`config.mk`:
```
export PLATFORM = sky130hd
export DESIGN_NAME = bus_cycle_scheduler_flat
export DESIGN_NICKNAME = d
export VERILOG_FILES = /design/src/rtl/atari_clk_pkg.sv /design/src/rtl/bus_cycle_scheduler_if.sv /design/src/rtl/phase_gen.sv /design/src/rtl/bus_cycle_scheduler.sv /design/src/flat_wrapper.sv
export SDC_FILE = /design/constraint.sdc
export NUM_CORES = 1
export LEC_CHECK = 0
export ABC_AREA = 1
export CORE_MARGIN = 2
export CORE_UTILIZATION = 35
export DETAILED_ROUTE_END_ITERATION = 8
export SETUP_SLACK_MARGIN = 0.05
export SLEW_MARGIN = 20
export SYNTH_ARGS = -nofsm -noshare
export SYNTH_HDL_FRONTEND = slang
export SYNTH_SLANG_ARGS = --single-unit
export TNS_END_PERCENT = 50
```
`constraint.sdc`:
```
create_clock -name clkin -period 1.85 [get_ports clkin]
set_input_delay 0.185 -clock clkin [delete_from_list [all_inputs] [get_ports clkin]]
set_output_delay 0.185 -clock clkin [all_outputs]
set_load 0.05 [all_outputs]
```
`src/rtl/atari_clk_pkg.sv`:
```
// Shared types and constants for the Atari master-clock bus-cycle scheduler.
package atari_clk_pkg;

  localparam int unsigned LINE_CYCLES_NTSC  = 114;
  localparam int unsigned WSYNC_POS_DEFAULT = 104;
  localparam int unsigned HPOS_W            = 7;

  typedef enum logic [1:0] {
    OWN_CPU   = 2'd0,
    OWN_DEFER = 2'd1,
    OWN_DMA   = 2'd2,
    OWN_WSYNC = 2'd3
  } owner_e;

  // Bus-cycle owner for the cycle starting at this phi1_en; DMA > WSYNC > CPU.
  function automatic owner_e next_owner(input owner_e cur, input logic dma_req,
                                        input logic cpu_rw, input logic pend,
                                        input logic at_release);
    case (cur)
      OWN_CPU: begin
        if (dma_req)            return cpu_rw ? OWN_DMA : OWN_DEFER;
        else if (pend && cpu_rw) return OWN_WSYNC;
        else                    return OWN_CPU;
      end
      OWN_DEFER: return cpu_rw ? OWN_DMA : OWN_DEFER;
      OWN_DMA: begin
        if (dma_req)   return OWN_DMA;
        else if (pend) return OWN_WSYNC;
        else           return OWN_CPU;
      end
      OWN_WSYNC: begin
        if (dma_req)         return OWN_DMA;
        else if (at_release) return OWN_CPU;
        else                 return OWN_WSYNC;
      end
      default: return OWN_CPU;
    endcase
  endfunction

endpackage

```
`src/rtl/bus_cycle_scheduler_if.sv`:
```
// Bus-cycle scheduler signal bundle; SCHED_STATS_EN adds the stolen/stall counters.
interface bus_cycle_scheduler_if;
  import atari_clk_pkg::*;

  logic              run;
  logic              dma_req;
  logic              cpu_rw;
  logic              wsync;
  logic              phi0;
  logic              phi1_en;
  logic              phi2_en;
  logic              cpu_en;
  logic              dma_gnt;
  logic              cpu_rdy;
  logic [HPOS_W-1:0] hpos;
  logic              line_start;
`ifdef SCHED_STATS_EN
  logic [15:0]       stolen_cnt;
  logic [15:0]       stall_cnt;
`endif

  modport master (
    input  run, dma_req, cpu_rw, wsync,
    output phi0, phi1_en, phi2_en, cpu_en, dma_gnt, cpu_rdy, hpos, line_start
`ifdef SCHED_STATS_EN
    , output stolen_cnt, stall_cnt
`endif
  );

  modport slave (
    output run, dma_req, cpu_rw, wsync,
    input  phi0, phi1_en, phi2_en, cpu_en, dma_gnt, cpu_rdy, hpos, line_start
`ifdef SCHED_STATS_EN
    , input stolen_cnt, stall_cnt
`endif
  );

endinterface

```
`src/rtl/phase_gen.sv`:
```
// Divides clkin into 6502 bus-cycle phases: master counter, phi0 level, phi1/phi2 enables.
module phase_gen #(
  parameter int unsigned DIVIDE = 16,
  parameter int unsigned MW     = $clog2(DIVIDE)
) (
  input  logic          clkin,
  input  logic          RST,
  input  logic          run,
  output logic [MW-1:0] m,
  output logic          phi0,
  output logic          phi1_en,
  output logic          phi2_en
);

  localparam logic [MW-1:0] M_LAST = MW'(DIVIDE - 1);
  localparam logic [MW-1:0] M_HALF = MW'(DIVIDE / 2);

  always_ff @(posedge clkin) begin
    if (RST)      m <= '0;
    else if (run) m <= (m == M_LAST) ? '0 : m + MW'(1);
  end

  // Enables are gated by RST so an abandoned cycle leaves no trailing pulse.
  assign phi1_en = run & ~RST & (m == '0);
  assign phi2_en = run & ~RST & (m == M_HALF);
  assign phi0    = ~RST & (m >= M_HALF);

endmodule

```
`src/rtl/bus_cycle_scheduler.sv`:
```
// Bus-cycle scheduler: phase generation, scan-line position, CPU/ANTIC DMA/WSYNC ownership.
// Optional SCHED_STATS_EN adds saturating stolen/stall cycle counters.
module bus_cycle_scheduler
  import atari_clk_pkg::*;
#(
  parameter int unsigned DIVIDE      = 16,
  parameter int unsigned LINE_CYCLES = LINE_CYCLES_NTSC,
  parameter int unsigned WSYNC_POS   = WSYNC_POS_DEFAULT
) (
  input  logic                  clkin,
  input  logic                  RST,
  bus_cycle_scheduler_if.master bus
);

  localparam int unsigned MW = $clog2(DIVIDE);

  logic [MW-1:0]     m;
  logic              phi0;
  logic              phi1_en;
  logic              phi2_en;
  logic [HPOS_W-1:0] hpos;
  owner_e            owner;
  owner_e            owner_nxt;
  logic              pend;
  logic              pend_now;
  logic              at_release;
  logic              cyc_end;
  logic              dma_gnt;
  logic              cpu_rdy;

  phase_gen #(.DIVIDE(DIVIDE), .MW(MW)) u_phase_gen (
    .clkin   (clkin),
    .RST     (RST),
    .run     (bus.run),
    .m       (m),
    .phi0    (phi0),
    .phi1_en (phi1_en),
    .phi2_en (phi2_en)
  );

  // hpos advances on the last clkin of a bus cycle so it names the cycle at its phi1_en.
  assign cyc_end = bus.run & (m == MW'(DIVIDE - 1));

  always_ff @(posedge clkin) begin
    if (RST)          hpos <= '0;
    else if (cyc_end) hpos <= (hpos == HPOS_W'(LINE_CYCLES - 1)) ? '0 : hpos + HPOS_W'(1);
  end

  // A wsync pulse coincident with phi1_en counts for that decision.
  assign pend_now   = pend | bus.wsync;
  assign at_release = (hpos == HPOS_W'(WSYNC_POS));
  assign owner_nxt  = next_owner(owner, bus.dma_req, bus.cpu_rw, pend_now, at_release);

  always_ff @(posedge clkin) begin
    if (RST) begin
      owner   <= OWN_CPU;
      pend    <= 1'b0;
      dma_gnt <= 1'b0;
      cpu_rdy <= 1'b1;
    end else begin
      if (phi1_en) begin
        owner   <= owner_nxt;
        dma_gnt <= (owner_nxt == OWN_DMA);
        cpu_rdy <= (owner_nxt == OWN_CPU);
        if (owner == OWN_WSYNC && owner_nxt == OWN_CPU) pend <= 1'b0;
      end
      if (bus.wsync) pend <= 1'b1;
    end
  end

  assign bus.phi0       = phi0;
  assign bus.phi1_en    = phi1_en;
  assign bus.phi2_en    = phi2_en;
  assign bus.cpu_en     = phi2_en & ((owner == OWN_CPU) | (owner == OWN_DEFER));
  assign bus.dma_gnt    = dma_gnt;
  assign bus.cpu_rdy    = cpu_rdy;
  assign bus.hpos       = hpos;
  assign bus.line_start = phi1_en & (hpos == '0);

`ifdef SCHED_STATS_EN
  logic [15:0] stolen_cnt;
  logic [15:0] stall_cnt;

  always_ff @(posedge clkin) begin
    if (RST) begin
      stolen_cnt <= '0;
      stall_cnt  <= '0;
    end else if (phi1_en) begin
      if (owner_nxt == OWN_DMA && stolen_cnt != 16'hFFFF)  stolen_cnt <= stolen_cnt + 16'd1;
      if (owner_nxt == OWN_WSYNC && stall_cnt != 16'hFFFF) stall_cnt  <= stall_cnt + 16'd1;
    end
  end

  assign bus.stolen_cnt = stolen_cnt;
  assign bus.stall_cnt  = stall_cnt;
`endif

endmodule

```
`src/flat_wrapper.sv`:
```
// flat-port wrapper written by rule: the top's interface ports become plain ports
module bus_cycle_scheduler_flat import atari_clk_pkg::*;
#(
  parameter int unsigned DIVIDE      = 16,
  parameter int unsigned LINE_CYCLES = LINE_CYCLES_NTSC,
  parameter int unsigned WSYNC_POS   = WSYNC_POS_DEFAULT
)
  (clkin, RST, bus_run, bus_dma_req, bus_cpu_rw, bus_wsync, bus_phi0, bus_phi1_en, bus_phi2_en, bus_cpu_en, bus_dma_gnt, bus_cpu_rdy, bus_hpos, bus_line_start);
  bus_cycle_scheduler_if bus_i ();
  input  logic clkin;
  input  logic RST;
  input wire logic [$bits(bus_i.run)-1:0] bus_run;
  input wire logic [$bits(bus_i.dma_req)-1:0] bus_dma_req;
  input wire logic [$bits(bus_i.cpu_rw)-1:0] bus_cpu_rw;
  input wire logic [$bits(bus_i.wsync)-1:0] bus_wsync;
  output wire logic [$bits(bus_i.phi0)-1:0] bus_phi0;
  output wire logic [$bits(bus_i.phi1_en)-1:0] bus_phi1_en;
  output wire logic [$bits(bus_i.phi2_en)-1:0] bus_phi2_en;
  output wire logic [$bits(bus_i.cpu_en)-1:0] bus_cpu_en;
  output wire logic [$bits(bus_i.dma_gnt)-1:0] bus_dma_gnt;
  output wire logic [$bits(bus_i.cpu_rdy)-1:0] bus_cpu_rdy;
  output wire logic [$bits(bus_i.hpos)-1:0] bus_hpos;
  output wire logic [$bits(bus_i.line_start)-1:0] bus_line_start;
  assign bus_i.run = bus_run;
  assign bus_i.dma_req = bus_dma_req;
  assign bus_i.cpu_rw = bus_cpu_rw;
  assign bus_i.wsync = bus_wsync;
  assign bus_phi0 = bus_i.phi0;
  assign bus_phi1_en = bus_i.phi1_en;
  assign bus_phi2_en = bus_i.phi2_en;
  assign bus_cpu_en = bus_i.cpu_en;
  assign bus_dma_gnt = bus_i.dma_gnt;
  assign bus_cpu_rdy = bus_i.cpu_rdy;
  assign bus_hpos = bus_i.hpos;
  assign bus_line_start = bus_i.line_start;
  bus_cycle_scheduler #(.DIVIDE(DIVIDE), .LINE_CYCLES(LINE_CYCLES), .WSYNC_POS(WSYNC_POS)) u_core (.clkin(clkin), .RST(RST), .bus(bus_i));
endmodule
```
==> results.py, run 1 <==
metrics = {
    "timing": {
        "drv_slew": 0,
        "min_period_ns": 1.78,
        "finalWorstSetupSlack_ns": 0.0711,
        "fmax_ghz": 0.562,
        "hold_ws_ns": 0.478,
        "slew_headroom_pct": 66.6,
        "finalSetupViolCount": 0,
        "worst_pin_slew_ns": 0.499,
        "rsz0062_at_grt": "yes",
        "min_period_over_period_pct": 96.2,
        "hold_violations": 0,
        "tns_ns": 0,
        "fin_skew_ns": 0.00828,
    },
    "power": {
        "p_sw_uw": 195,
        "comb_power_share_pct": 19.6,
        "p_leak_uw": 0.000561,
        "p_int_uw": 488,
        "pwr-share-seq_pct": 53.8,
        "netSwitchingFraction_pct": 28.5,
        "pwr-share-clk_pct": 26.6,
        "powerDensity_nw_per_um2": 522,
        "vdd_drop_max_mv": 0.468,
    },
    "run_status": {
        "status": "complete, no violations",
    },
    "synth": {
        "netlist.area_leader.share_pct": 33.4,
        "ys_seq_area_share_pct": 33.4,
        "synth_area_um2": 958,
        "ys_warn_count": 0,
        "syn_avg_cell_area_um2": 6.43,
        "synth_top_cell_by_area": "dfxtp_1",
        "syn_inst": 149,
        "synth_area_leaders": "dfxtp_1 (33%), nand2_1 (12%), nor2_1 (12%)",
        "syn-num-nets": 160,
        "ys_ff_latch": 16,
        "synthDistinctLibCells": 23,
    },
    "finish": {
        "layout_common_cells": "nor2_1 (30), nand2_1 (30), inv_1 (25), dfxtp_1 (16), clkdlybuf4s50_1 (13)",
        "n_antenna_cell": 0,
        "nets": 188,
        "syn_to_final_growth_pct": 36.3,
        "final_util_pct": 51.3,
        "stdcell_count": 205,
        "drive_gt1_share_pct": 13.1,
    },
    "grt": {
        "top_usage_layer": "met2",
        "use_met1_pct": 19.7,
        "grt_antenna_before_repair": 0,
        "grt_pass1_vias": 899,
        "grt_max_degree": 9,
        "grt_use_total_pct": 15.0,
        "gr-usage-met2_pct": 23.7,
        "grt_pass1_wl_um": 3840,
        "grt_overflow": 0,
        "met3_usage_pct": 4.61,
    },
    "placement": {
        "place_congestion": 0.875,
        "dpl.hpwl_um": 1730,
        "pre_cts_slack_ns": 0.173,
        "dpl.cell_count": 201,
        "port_buffers": 19,
    },
    "setup_path": {
        "crit_chain": "clkdlybuf4s50_1",
        "worst-path-buf-inv": 1,
        "critPathMaxStageDelay_ns": 0.85,
        "path_delay_family": "buffers and inverters",
        "crit_arrival_ns": 1.59,
        "crit_path_end_kind": "output port",
        "path_class": "flip-flop to output port",
        "worst_path_max_delay_cell": "clkdlybuf4s50_1",
        "worstSetupStartpointType": "flip-flop",
        "crit_required_ns": 1.66,
        "path_max_fanout": 5,
    },
    "clocking": {
        "cts_tree": "done",
        "cts_hold_repair.buffers": 0,
        "insertion_delay_ns": 0.29,
        "clk_path_buf_depth": 2,
        "cts-root-buf": "clkbuf_4",
        "cts_sinks": 16,
        "cts.clk_slew.worst_paths_ns": 0.09,
        "cts_buffers": 3,
        "htreeDepth": 1,
    },
    "route": {
        "via_per_inst": 4.90,
        "drt-pass1-iter-count": 4,
        "wl_um": 2130,
        "dr.first_iter.drc_count": 22,
        "route.detailed.drc": 0,
        "antenna_left": 0,
        "drt-wirelength-per-cell_um": 10.4,
        "via_count": 1004,
    },
    "flow_run": {
        "drv_cap": 0,
    },
    "die": {
        "start_util_pct": 37.7,
        "dieHeight_um": 56.3,
        "rows": 18,
        "core-area_um2": 2540,
        "dieWidth_um": 56.3,
        "io_pins": 20,
        "die_area_um2": 3170,
    },
    "worst_hold_path": {
        "hp-class": "flip-flop to flip-flop",
    },
}
==> registers in the layout (all words and copies together), names as in the netlist <==
register,count
u_core.owner,2
u_core.bus.cpu_rdy,1
u_core.pend,1
u_core.bus.hpos,7
u_core.u_phase_gen.m,4
u_core.bus.dma_gnt,1
==> layer usage <==
layer / vias up / part of all wire [%]
met4: 0 / 1.2
met3: 5 / 4.8
li1: 524 / -
met2: 26 / 47
met5: - / 0
met1: 449 / 47
==> cells in the mapped netlist <==
cell	n
inv_1	26
nand3_1	6
nor3_2	1
nor3_4	1
o21ai_2	1
inv_2	1
a31oi_1	1
o21ai_0	5
nor2_2	1
dfxtp_1	16
o21a_1	2
nand3_2	1
nor3b_1	1
a21oi_1	9
nor2_1	30
nand2_1	30
nor4_1	2
o22ai_1	1
nor3_1	4
ha_1	5
nand4_1	3
nand2_2	1
o21ai_1	1
==> cell type report <==
| class | count | area, um^2 |
|---|---|---|
| repair buffers | 23 | 268 |
| clock buffers | 3 | 22.5 |
| inverters | 27 | 101 |
| fillers | 283 | 1240 |
| multi-input cells | 106 | 557 |
| flip-flops and latches | 16 | 320 |
| well taps | 30 | 37.5 |
==> final timing paths <==
kind                                        startpoint                         endpoint  slack (ns)  cells after the start
setup / recovery       u_core.bus.hpos[5]$_SDFFE_PP0P_                      bus_hpos[5]        0.07                      1
hold / removal         u_core.bus.cpu_rdy$_SDFFE_PP1P_  u_core.bus.cpu_rdy$_SDFFE_PP1P_        0.48                      2
setup reg to reg  u_core.u_phase_gen.m[0]$_SDFFE_PP0P_  u_core.bus.hpos[4]$_SDFFE_PP0P_        0.36                      8
hold reg to reg        u_core.bus.cpu_rdy$_SDFFE_PP1P_  u_core.bus.cpu_rdy$_SDFFE_PP1P_        0.48                      2
==> through the flow <==
| stage | total power [uW] | cell area (um^2) |
|---|---|---|
| floorplan | 451 | 978 |
| global placement | 505 | 1280 |
| detailed placement | 507 | 1280 |
| CTS | 688 | 1300 |
| global route | 725 | 1310 |
| finish | 682 | 1310 |
==> cell families (layout without fill, tap and decap cells) <==
kind of cell,count (synthesis),in the layout,share of synthesized area (%)
and+or+nand+nor,81,81,37.9
AOI/OAI and AO/OA,20,20,11.6
adders and majority gates,5,5,6.53
DFF,16,16,33.4
buffers and inverters,27,53,10.6
==> power by group through the flow <==
stage               sequential, uW  clock, uW  combinational [uW]
global placement               375          0                 130
floorplan                      382          0                69.5
detailed placement             375          0                 131
finish                         367        182                 133
global route                   369        206                 150
CTS                            367        188                 132
==> what timing repair did <==
| action | CTS | global route |
|---|---|---|
| resized for setup | 0 | 1 |
| setup endpoints to repair | 0 | 5 |
| hold endpoints to repair | 0 | 0 |
| buffers inserted | 0 | 1 |
(Power assumes the default switching activity.)
==> run 2, diff against run 1 <==
Settings changed: SETUP_SLACK_MARGIN 0.05 to 0.02.
==> results.py, run 2 (same netlist as run 1, synthesis figures left out) <==
metrics = {
    "setup_path": {
        "worst-path-buf-inv": 1,
        "crit_required_ns": 1.66,
        "ff2ff_path_depth": 11,
        "crit_chain": "clkdlybuf4s50_1",
        "critPathMaxStageDelay_ns": 0.85,
        "crit_path_end_kind": "output port",
        "rrSetupSlack_ns": 0.26,
        "path_max_fanout": 5,
        "path_class": "flip-flop to output port",
        "path_delay_family": "buffers and inverters",
        "reg2reg_to": "u_core.pend$_SDFFE_PP0P_",
        "r2r-start": "u_core.u_phase_gen.m[1]$_SDFFE_PP0P_",
        "worst_path_max_delay_cell": "clkdlybuf4s50_1",
        "worstSetupStartpointType": "flip-flop",
        "crit_arrival_ns": 1.59,
    },
    "placement": {
        "pre_cts_slack_ns": 0.0732,
        "place_congestion": 0.846,
        "dpl.hpwl_um": 1620,
        "port_buffers": 19,
    },
    "timing": {
        "rsz0062_at_grt": "yes",
        "slew_headroom_pct": 66.7,
        "worst_pin_slew_ns": 0.497,
        "tns_ns": 0,
        "fmax_ghz": 0.565,
        "finalSetupViolCount": 0,
        "min_period_over_period_pct": 95.7,
        "fin_skew_ns": 0.00444,
        "hold_violations": 0,
        "min_period_ns": 1.77,
        "drv_slew": 0,
        "hold_ws_ns": 0.492,
        "finalWorstSetupSlack_ns": 0.0789,
    },
    "run_status": {
        "status": "complete, no violations",
    },
    "finish": {
        "largest_register": "u_core.bus.hpos",
        "n_antenna_cell": 0,
        "syn_to_final_growth_pct": 35.8,
        "reg_top3": "u_core.bus.hpos x7, u_core.u_phase_gen.m x4, u_core.owner x2",
        "drive_gt1_share_pct": 12.0,
        "largest_register_ffs": 7,
        "layout_common_cells": "nor2_1 (30), nand2_1 (30), inv_1 (26), dfxtp_1 (16), clkdlybuf4s50_1 (13)",
        "fillers": 274,
        "nets": 188,
    },
    "worst_hold_path": {
        "hp-start": "u_core.bus.cpu_rdy$_SDFFE_PP1P_",
        "holdPathEnd": "u_core.bus.cpu_rdy$_SDFFE_PP1P_",
        "hp-class": "flip-flop to flip-flop",
        "min_path_cells": 2,
    },
    "clocking": {
        "cts-root-buf": "clkbuf_4",
        "cts_buffers": 3,
        "htreeDepth": 1,
        "insertion_delay_ns": 0.28,
        "cts.clk_slew.worst_paths_ns": 0.09,
        "cts_tree": "done",
        "clk_path_buf_depth": 2,
        "cts_sinks": 16,
    },
    "die": {
        "dieWidth_um": 56.3,
        "rows": 18,
        "die_area_um2": 3170,
        "start_util_pct": 37.7,
        "core-area_um2": 2540,
        "dieHeight_um": 56.3,
        "io_pins": 20,
    },
    "power": {
        "vdd_drop_max_mv": 0.385,
        "p_leak_uw": 0.000562,
        "p_int_uw": 488,
        "comb_power_share_pct": 19.5,
        "powerDensity_nw_per_um2": 522,
        "power.total_uw": 679,
        "pwr-share-clk_pct": 26.5,
        "pwr-share-seq_pct": 54.1,
        "netSwitchingFraction_pct": 28.2,
        "p_sw_uw": 191,
    },
    "route": {
        "wl_um": 2050,
        "drt-wirelength-per-cell_um": 10.0,
        "route.detailed.drc": 0,
        "drt-pass1-iter-count": 4,
        "via_count": 959,
        "via_per_inst": 4.68,
        "dr.first_iter.drc_count": 27,
        "antenna_left": 0,
    },
    "grt": {
        "top_usage_layer": "met2",
        "grt_overflow": 0,
        "grt_pass1_vias": 900,
        "grt_pass1_wl_um": 3730,
        "gr-usage-met2_pct": 23.4,
        "grt_max_degree": 9,
        "use_met1_pct": 18.8,
        "grt_antenna_before_repair": 0,
        "met3_usage_pct": 5.30,
        "grt_use_total_pct": 14.4,
    },
    "flow_run": {
        "drv_cap": 0,
    },
}
-- run 2: area by class of cell --
type,instances,area (um^2),share of cell area [%]
Multi-Input combinational cell,106,552,42.4
Timing Repair Buffer,23,268,20.6
Inverter,27,101,7.79
Sequential cell,16,320,24.6
Clock buffer,3,22.5,1.73
Tap cell,30,37.5,2.88
-- run 2: repair_timing --
action | in CTS | in global routing
gates resized for setup | 0 | 0
setup buffers | 0 | 2
hold buffers | 0 | 0
endpoints found under the setup margin | 0 | 2
-- run 2: power by group through the flow --
stage | clock [uW] | combinational (uW) | sequential (uW)
global placement | 0 | 128 | 375
detailed placement | 0 | 128 | 375
CTS | 192 | 129 | 367
finish | 180 | 132 | 367
floorplan | 0 | 69.3 | 382
global route | 200 | 149 | 369
-- run 2: worst max-delay path by stage --
stage	from	end	cells past startpoint
after global routing	u_core.u_phase_gen.m[1]$_SDFFE_PP0P_	bus_phi1_en	6
after detailed placement	bus_run	u_core.bus.hpos[4]$_SDFFE_PP0P_	8
after CTS	u_core.bus.hpos[0]$_SDFFE_PP0P_	bus_line_start	5
after floorplan	u_core.u_phase_gen.m[1]$_SDFFE_PP0P_	bus_cpu_en	4
after global placement	bus_run	u_core.bus.hpos[4]$_SDFFE_PP0P_	8
final	u_core.bus.hpos[5]$_SDFFE_PP0P_	bus_hpos[5]	1
-- run 2: metrics by stage --
step | instance area, um^2 | instances | utilization [%]
2_1_floorplan | 973 | 149 | -
3_3_place_gp | 1260 | 200 | 49.7
3_5_place_dp | 1260 | 200 | 49.7
4_1_cts | 1290 | 203 | 50.5
5_1_grt | 1300 | 205 | 51.1
6_report | 1300 | 205 | 51.1
-- run 2: metal layers --
metal | up-vias | wire length, um
li1 | 524 | -
met1 | 415 | 1000
met2 | 18 | 929
met3 | 2 | 108
met4 | 0 | 13
met5 | - | 0
==> run 3, diff against run 2 <==
Settings changed: ABC_AREA 1 to 0.
==> results.py, run 3 <==
metrics = {
    "finish": {
        "nets": 149,
        "fin_area_um2": 1350,
        "n_antenna_cell": 0,
        "layout_common_cells": "nor2_1 (15), dfxtp_1 (12), nand2_1 (11), clkdlybuf4s50_1 (11), buf_4 (11)",
        "fillers": 196,
        "reg_top3": "u_core.bus.hpos x7, u_core.u_phase_gen.m x4, u_core.owner x2",
        "drive_gt1_share_pct": 32.8,
        "syn_to_final_growth_pct": 57.0,
        "largest_register": "u_core.bus.hpos",
        "largest_register_ffs": 7,
        "final_common_cell": "nor2_1",
    },
    "route": {
        "drt-pass1-iter-count": 5,
        "route.detailed.drc": 0,
        "via_count": 836,
        "wl_um": 1990,
        "antenna_left": 0,
        "drt-wirelength-per-cell_um": 12.1,
        "dr.first_iter.drc_count": 11,
        "via_per_inst": 5.07,
    },
    "timing": {
        "drv_slew": 0,
        "tns_ns": -0.133,
        "finalSetupViolCount": 2,
        "finalWorstSetupSlack_ns": -0.133,
        "slew_headroom_pct": 66.5,
        "fin_skew_ns": 0.0109,
        "rsz0062_at_grt": "yes",
        "worst_pin_slew_ns": 0.502,
        "min_period_over_period_pct": 107,
        "hold_violations": 0,
        "hold_ws_ns": 0.504,
        "min_period_ns": 1.98,
        "fmax_ghz": 0.504,
    },
    "power": {
        "vdd_drop_max_mv": 0.451,
        "p_leak_uw": 0.000574,
        "p_int_uw": 557,
        "netSwitchingFraction_pct": 27.3,
        "pwr-share-seq_pct": 47.8,
        "p_sw_uw": 209,
        "pwr-share-clk_pct": 30.5,
        "powerDensity_nw_per_um2": 566,
        "power.total_uw": 766,
        "comb_power_share_pct": 21.8,
    },
    "run_status": {
        "status": "complete, but fails checks",
        "violations": "negative setup slack",
    },
    "clocking": {
        "cts_buffers": 3,
        "htreeDepth": 1,
        "clk_path_buf_depth": 2,
        "cts_hold_repair.buffers": 0,
        "cts-root-buf": "clkbuf_4",
        "cts.clk_slew.worst_paths_ns": 0.10,
        "cts_sinks": 16,
        "insertion_delay_ns": 0.29,
        "cts_tree": "done",
    },
    "synth": {
        "synth_edf_count": 0,
        "synth_area_leaders": "dfxtp_1 (37%), ha_1 (7.3%), nor2_1 (7.0%)",
        "syn_inst": 104,
        "synthDistinctLibCells": 37,
        "ys_seq_area_share_pct": 37.2,
        "synthArstFlopShare_pct": 0,
        "synth_top_flop_cell": "dfxtp_1",
        "syn-num-nets": 115,
        "synth_top_cell_by_area": "dfxtp_1",
        "synth_area_um2": 862,
        "yosys-top-cells-count": "dfxtp_1 (16), nor2_1 (16), nand2_1 (11)",
        "ys_ff_latch": 16,
        "ys_warn_count": 0,
        "syn_avg_cell_area_um2": 8.29,
        "netlist.area_leader.share_pct": 37.2,
    },
    "flow_run": {
        "drv_cap": 0,
    },
    "die": {
        "dieHeight_um": 53.6,
        "io_pins": 20,
        "dieWidth_um": 53.6,
        "start_util_pct": 37.9,
        "rows": 17,
        "die_area_um2": 2880,
        "core-area_um2": 2280,
    },
    "setup_path": {
        "critPathMaxStageDelay_ns": 0.47,
        "path_class": "flip-flop to output port",
        "crit_path_end_kind": "output port",
        "crit_chain": "inv_1 > ha_1 > or4b_4 > nor4_4 > buf_12",
        "worstSetupStartpointType": "flip-flop",
        "crit_arrival_ns": 1.80,
        "path_max_fanout": 5,
        "worst-path-buf-inv": 2,
        "worst_path_max_delay_cell": "or4b_4",
        "path_delay_family": "simple AND/OR/NAND/NOR gates",
        "crit_required_ns": 1.66,
        "rrSetupSlack_ns": 0,
    },
    "placement": {
        "pre_cts_slack_ns": -0.137,
        "place_congestion": 0.775,
        "place_area_um2": 1250,
        "dpl.hpwl_um": 1430,
        "port_buffers": 19,
    },
    "grt": {
        "grt_max_degree": 12,
        "grt_overflow": 0,
        "grt_antenna_before_repair": 0,
        "grt_use_total_pct": 16.2,
        "grt_pass1_vias": 819,
        "grt_pass1_wl_um": 3400,
    },
    "worst_hold_path": {
        "hp-class": "flip-flop to flip-flop",
    },
}
run 3: worst reg2reg max path, cell delays in order, from the launching register on:
cell and delay, ns:
dfxtp_2 0.34, inv_2 0.07, ha_4 0.12, nand3b_1 0.08
or3_4 0.35, buf_6 0.12, a211o_1 0.30, nor3_4 0.16
buf_4 0.15, a32o_1 0.10
run 3: layer usage:
layer  vias to the layer above  share of wire [%]  routed length, um  global-route usage [%]
li1                        428                  -                  -                       -
met1                       379                 45                887                    19.8
met2                        24                 49                976                    25.9
met3                         5                5.0                100                    6.39
met4                         0                1.4                 27                    5.56
met5                         -                  0                  0                       0
run 3: power by group through the flow:
stage,combinational (uW),sequential [uW],clock (uW)
2_1_floorplan,66.2,385,0
3_3_place_gp,145,372,0
3_5_place_dp,147,372,0
4_1_cts,152,364,245
5_1_grt,183,368,258
6_report,167,366,233
run 3: area by class of cell:
type                            count  area, um^2  area share (%)
Timing Repair Buffer               32         353            26.1
Sequential cell                    16         330            24.4
Tap cell                           28        35.0            2.59
Clock buffer                        4        36.3            2.68
Multi-Input combinational cell     78         571            42.1
Inverter                            7        28.8            2.13
run 3: final timing paths:
check                                                  endpoint  depth (start not counted)                            startpoint
worst min register to register  u_core.bus.cpu_rdy$_SDFFE_PP1P_                          1       u_core.bus.cpu_rdy$_SDFFE_PP1P_
worst max-delay path                             bus_line_start                          5       u_core.bus.hpos[1]$_SDFFE_PP0P_
worst max register to register  u_core.bus.dma_gnt$_SDFFE_PP0P_                          9  u_core.u_phase_gen.m[0]$_SDFFE_PP0P_
worst min-delay path            u_core.bus.cpu_rdy$_SDFFE_PP1P_                          1       u_core.bus.cpu_rdy$_SDFFE_PP1P_
run 3: repair_timing:
item | 4_1_cts | 5_1_grt
gates cloned | 0 | 0
setup endpoints to repair | 2 | 10
gates resized for setup | 3 | 15
pin swaps | 0 | 4
buffers inserted | 0 | 1
run 3: cells by family after synthesis:
| family | count (synthesis) | synth area share [%] |
|---|---|---|
| buffers and inverters | 10 | 4.93 |
| xor gates and xnor gates | 7 | 7.11 |
| adders and majority gates | 5 | 7.26 |
| muxes | 1 | 1.16 |
| AOI/OAI and AO/OA | 13 | 10.3 |
| and+or+nand+nor | 52 | 32.1 |
| DFF | 16 | 37.2 |
run 3: per-stage QoR:
step                      std cells  util, %
after floorplan                 104        -
after global placement          160     54.9
after detailed placement        160     54.9
after CTS                       164     56.8
after global routing            165     59.5
final                           165     59.5
==> variant 1 (settings of run 2) <==
Change the package constant `HPOS_W` from 7 to 14.
--- a/src/rtl/atari_clk_pkg.sv
+++ b/src/rtl/atari_clk_pkg.sv
@@ -4,5 +4,5 @@
   localparam int unsigned LINE_CYCLES_NTSC  = 114;
   localparam int unsigned WSYNC_POS_DEFAULT = 104;
-  localparam int unsigned HPOS_W            = 7;
+  localparam int unsigned HPOS_W            = 14;
 
   typedef enum logic [1:0] {
Interface: changed (resized bus_hpos); port bits go from 20 to 27. The function was not compared with the original's and may differ.
==> variant 1 against run 2 <==
Sequential cell count is 7 higher; setup slack better by 5.9 ps; area after synthesis is 35% higher; total power is 42% higher; wire length is 39% higher; critical endpoint is now bus_line_start; final area is 39% higher; fmax is 0.33% higher.
==> variant 1: results (changes against run 2) <==
Power
  – P_seq: 0.516 mW (was 0.367 mW)
  – Int Pwr: 0.717 mW (was 0.488 mW)
  – Peak VDD IR: 0.275 mV (was 0.385 mV)
  – Switching part of the total: 0.257 (was 0.282)

Clocking
  – CTS Sinks: 23 (was 16)
  – Clock latency on the worst-skew pair: 260 ps (was 280 ps)

Worst setup path
  – CP max-delay cell: dfxtp_2 (was clkdlybuf4s50_1)
  – Max stage delay on crit path: 340 ps (was 850 ps)
  – Worst path top cell family by delay: simple AND/OR/NAND/NOR gates (was buffers and inverters)
  – Cell depth of the worst flop-to-flop path: 13 (was 11)

GRT
  – M2 GR Usage: 0.250 (was 0.234)
  – GRT Total Usage: 0.150 (was 0.144)
  – Vias in the first global route: 1180 (was 900)
  – Global Route met1 Usage: 0.199 (was 0.188)

Placed design
  – PortBufs: 26 (was 19)
  – HPWL Detailed: 2270 microns (was 1620 microns)
  – Area of placed instances: 0.00174 sq mm (was 0.00126 sq mm)

Status
  – Outcome: completed (unchanged)

Layout
  – Final clock-cell share: 0.0256 (was 0.0173)
  – Nets: 240 (was 188)
  – Count of plain and timing-repair buffers: 32 (was 23)
  – # fillers: 367 (was 274)
  – Multi-input gates: 136 (was 106)
  – Top flop regs: u_core.bus.hpos x14, u_core.u_phase_gen.m x4, u_core.owner x2 (was u_core.bus.hpos x7, u_core.u_phase_gen.m x4, u_core.owner x2)
  – Share of layout cells above drive strength 1: 0.158 (was 0.120)

Route
  – Initial detailed-routing violation count: 64 (was 27)
  – Routed wire per std cell: 10.4 microns (was 10.0 microns)
  – Final WL: 2860 microns (was 2050 microns)
  – Routed vias/inst: 4.56 (was 4.68)
  – Metal2 WL: 1350 microns (was 929 microns)
  – Met1 wire length: 1420 microns (was 1000 microns)

Logic synthesis
  – Synth Area in XOR/XNOR: 0.0407 (was 0)
  – Post-synthesis compound-gate area fraction: 0.0959 (was 0.116)
  – Adder-cell share of the synthesized area: 0.0484 (was 0.0653)
  – Seq/Total Area, Yosys: 0.357 (was 0.334)
  – Syn Inst Count: 193 (was 149)
  – Synth area leaders: dfxtp_1 (36%), nand2_1 (11%), nor2_1 (9.3%), inv_1 (8.7%), ha_1 (4.8%) (was dfxtp_1 (33%), nand2_1 (12%), nor2_1 (12%), inv_1 (10%), ha_1 (6.5%))
  – Syn nets: 204 (was 160)

Timing
  – Worst slew margin: 0.668 (was 0.667)

Min path
  – Hold Path Sink: u_core.bus.dma_gnt (was u_core.bus.cpu_rdy)
  – Beginning of the worst hold path: u_core.bus.dma_gnt (was u_core.bus.cpu_rdy)
[variant 1: cell count changes in the layout (fill, tap and decap cells not counted), moves of 3 or more]
cell,before,now
clkbuf_4,3,0
o21ai_0,5,9
nor2_4,0,4
dfxtp_1,16,21
clkbuf_8,0,3
clkdlybuf4s50_1,13,21
xor2_1,0,6
nand3_1,6,9
a21oi_1,9,12
inv_2,1,6
nand2_1,30,39
[variant 1: how the worst max path moves through the flow]
| stage | startpoint | slack, ps | depth (start not counted) | to |
|---|---|---|---|---|
| 6_report | u_core.u_phase_gen.m[1] | 80 | 7 | bus_line_start |
| 5_1_grt | u_core.u_phase_gen.m[1] | -4 | 7 | bus_line_start |
| 4_1_cts | u_core.u_phase_gen.m[1] | 40 | 7 | bus_line_start |
| 3_5_place_dp | bus_run | 110 | 9 | u_core.pend |
| 3_3_place_gp | bus_run | 120 | 6 | bus_line_start |
| 2_1_floorplan | u_core.u_phase_gen.m[1] | -90 | 6 | bus_line_start |
==> variant 2 (flow settings as in run 2) <==
Made on the original files. The 4 values of `owner_e` get a one-hot encoding in 4 bits.
--- a/src/rtl/atari_clk_pkg.sv
+++ b/src/rtl/atari_clk_pkg.sv
@@ -6,9 +6,9 @@
   localparam int unsigned HPOS_W            = 7;
 
-  typedef enum logic [1:0] {
-    OWN_CPU   = 2'd0,
-    OWN_DEFER = 2'd1,
-    OWN_DMA   = 2'd2,
-    OWN_WSYNC = 2'd3
+  typedef enum logic [3:0] {
+    OWN_CPU   = 4'b0001,
+    OWN_DEFER = 4'b0010,
+    OWN_DMA   = 4'b0100,
+    OWN_WSYNC = 4'b1000
   } owner_e;
 
Function: same outputs for any inputs over 10 cycles, from zero or initial values and one cycle with RST high; not proved beyond that.
==> variant 2 against run 2 <==
Setup slack worse by 10 ps; largest power group unchanged; area after synthesis up 14%; total power up 11%; critical path depth unchanged; sequential cell count up 2; count of clock-buffer cells in the layout unchanged; final area up 9.0%; wire length up 10%; clock power up 6%.
==> variant 2: results (changes against run 2) <==
Status
  – Outcome: completed (unchanged)

Clocking
  – Cts bufs inserted: 3 (unchanged)
  – Clock root buffer: clkbuf_4 (unchanged)
  – Register clock-pin slew on the reported worst setup and hold paths: 100 ps
  – Post CTS Setup Buffer Count: 0 (unchanged)

GRT
  – Global Route met1 Usage: 0.181 (was 0.188)
  – Vias in the first global route: 976 (was 900)
  – Largest net degree at the start of global routing: 12 (was 9)
  – First-pass GRT wire length: 3930 microns (was 3730 microns)
  – Initial antenna violation count: 0 (unchanged)
  – Met3 Resource Use GR: 0.0260 (was 0.0530)
  – M2 GR Usage: 0.238 (was 0.234)
  – GRT Total Usage: 0.140 (was 0.144)

Logic synthesis
  – Seq/Total Area, Yosys: 0.331 (was 0.334)
  – Post-synthesis cell type count: 30 (was 23)
  – Synth area leaders: dfxtp_1 (33%), nand2_1 (12%), nor2_1 (7.9%), inv_1 (7.6%), a21oi_1 (6.0%) (was dfxtp_1 (33%), nand2_1 (12%), nor2_1 (12%), inv_1 (10%), ha_1 (6.5%))
  – Ys async rst share: 0 (unchanged)
  – Syn nets: 172 (was 160)
  – Post-synth top cells: nand2_1 (34), nor2_1 (23), inv_1 (22) (was nand2_1 (30), nor2_1 (30), inv_1 (26))
  – YS warnings: 0 (unchanged)

Route
  – Routed wire per std cell: 10.5 microns (was 10.0 microns)
  – Initial detailed-routing violation count: 42 (was 27)
  – Routed vias/inst: 4.93 (was 4.68)

Layout
  – Nets: 196 (was 188)
  – Share of layout cells above drive strength 1: 0.164 (was 0.120)
  – # fillers: 311 (was 274)
  – Top flop regs: u_core.bus.hpos x7, u_core.owner x4, u_core.u_phase_gen.m x4 (was u_core.bus.hpos x7, u_core.u_phase_gen.m x4, u_core.owner x2)
  – Ant. Diodes: 0 (unchanged)

Min path
  – Hold WC Path Type: reg2reg (unchanged)

Timing
  – Fin Clk Skew: 3.33 ps (was 4.44 ps)
  – Worst slew margin: 0.668 (was 0.667)

Power
  – Pleak: 0.606 nW (was 0.562 nW)
  – Peak VDD IR: 0.355 mV (was 0.385 mV)

Placed design
  – Pre-CTS setup slack: 254 ps (was 73.2 ps)
  – GPL Wtd Cong: 0.819 (was 0.846)
  – PortBufs: 19 (unchanged)
  – HPWL Detailed: 1820 microns (was 1620 microns)

Worst setup path
  – Worst path top cell family by delay: buffers and inverters (unchanged)
  – Worst-path fanout max: 7 (was 5)
  – Critical path arrival: 1600 ps
-- variant 2: kinds of logic (layout without fill, tap and decap cells) --
group / count (synthesis) / after routing / synth area share
adder cells (fa/ha/maj): 5 / 5 / 0.0575
flip-flops: 18 / 18 / 0.331
AO/OA/AOI/OAI: 21 / 21 / 0.103
buffers and inverters: 28 / 50 / 0.103
XOR/XNOR: 2 / 2 / 0.0161
AND/OR/NAND/NOR: 87 / 87 / 0.389
-- variant 2: layout make-up --
| class | instances | area, sq um | share of cell area |
|---|---|---|---|
| Clock buffer | 3 | 22.5 | 0.0159 |
| Inverter | 26 | 104 | 0.0732 |
| Multi-Input combinational cell | 115 | 634 | 0.447 |
| Sequential cell | 18 | 362 | 0.255 |
| Tap cell | 33 | 41.3 | 0.0291 |
| Timing Repair Buffer | 21 | 255 | 0.180 |
-- variant 2: timing repair --
action                     in CTS  in global routing
hold buffers                    0                  0
gates resized for setup         1                  5
setup endpoints to repair       1                  4
-- variant 2: report_power, final --
group          switching (mW)  internal, mW  total, mW
registers             0.00911         0.402      0.411
logic                  0.0924        0.0579      0.150
clock network           0.115        0.0756      0.191
total                   0.217         0.536      0.753
-- variant 2: path summary, 6_finish.rpt --
kind,slack (ps),end,start,cells past startpoint
setup / recovery,70,bus_hpos[3],u_core.bus.hpos[3],1
hold / removal,470,u_core.pend,u_core.pend,2
setup reg to reg,400,u_core.owner[3],u_core.bus.hpos[0],9
hold reg to reg,470,u_core.pend,u_core.pend,2
-- variant 2: per-stage QoR --
stage	std cells	instance area (sq um)	util
finish	216	1420	0.473
global route	216	1420	0.473
CTS	216	1410	0.469
detailed placement	213	1380	0.461
global placement	213	1380	0.461
floorplan	161	1100	-
-- variant 2: routing by layer --
metal / part of all wire / up-vias
li1: - / 563
met1: 0.48 / 478
met2: 0.48 / 19
met3: 0.027 / 4
met4: 0.0097 / 0
met5: 0 / -
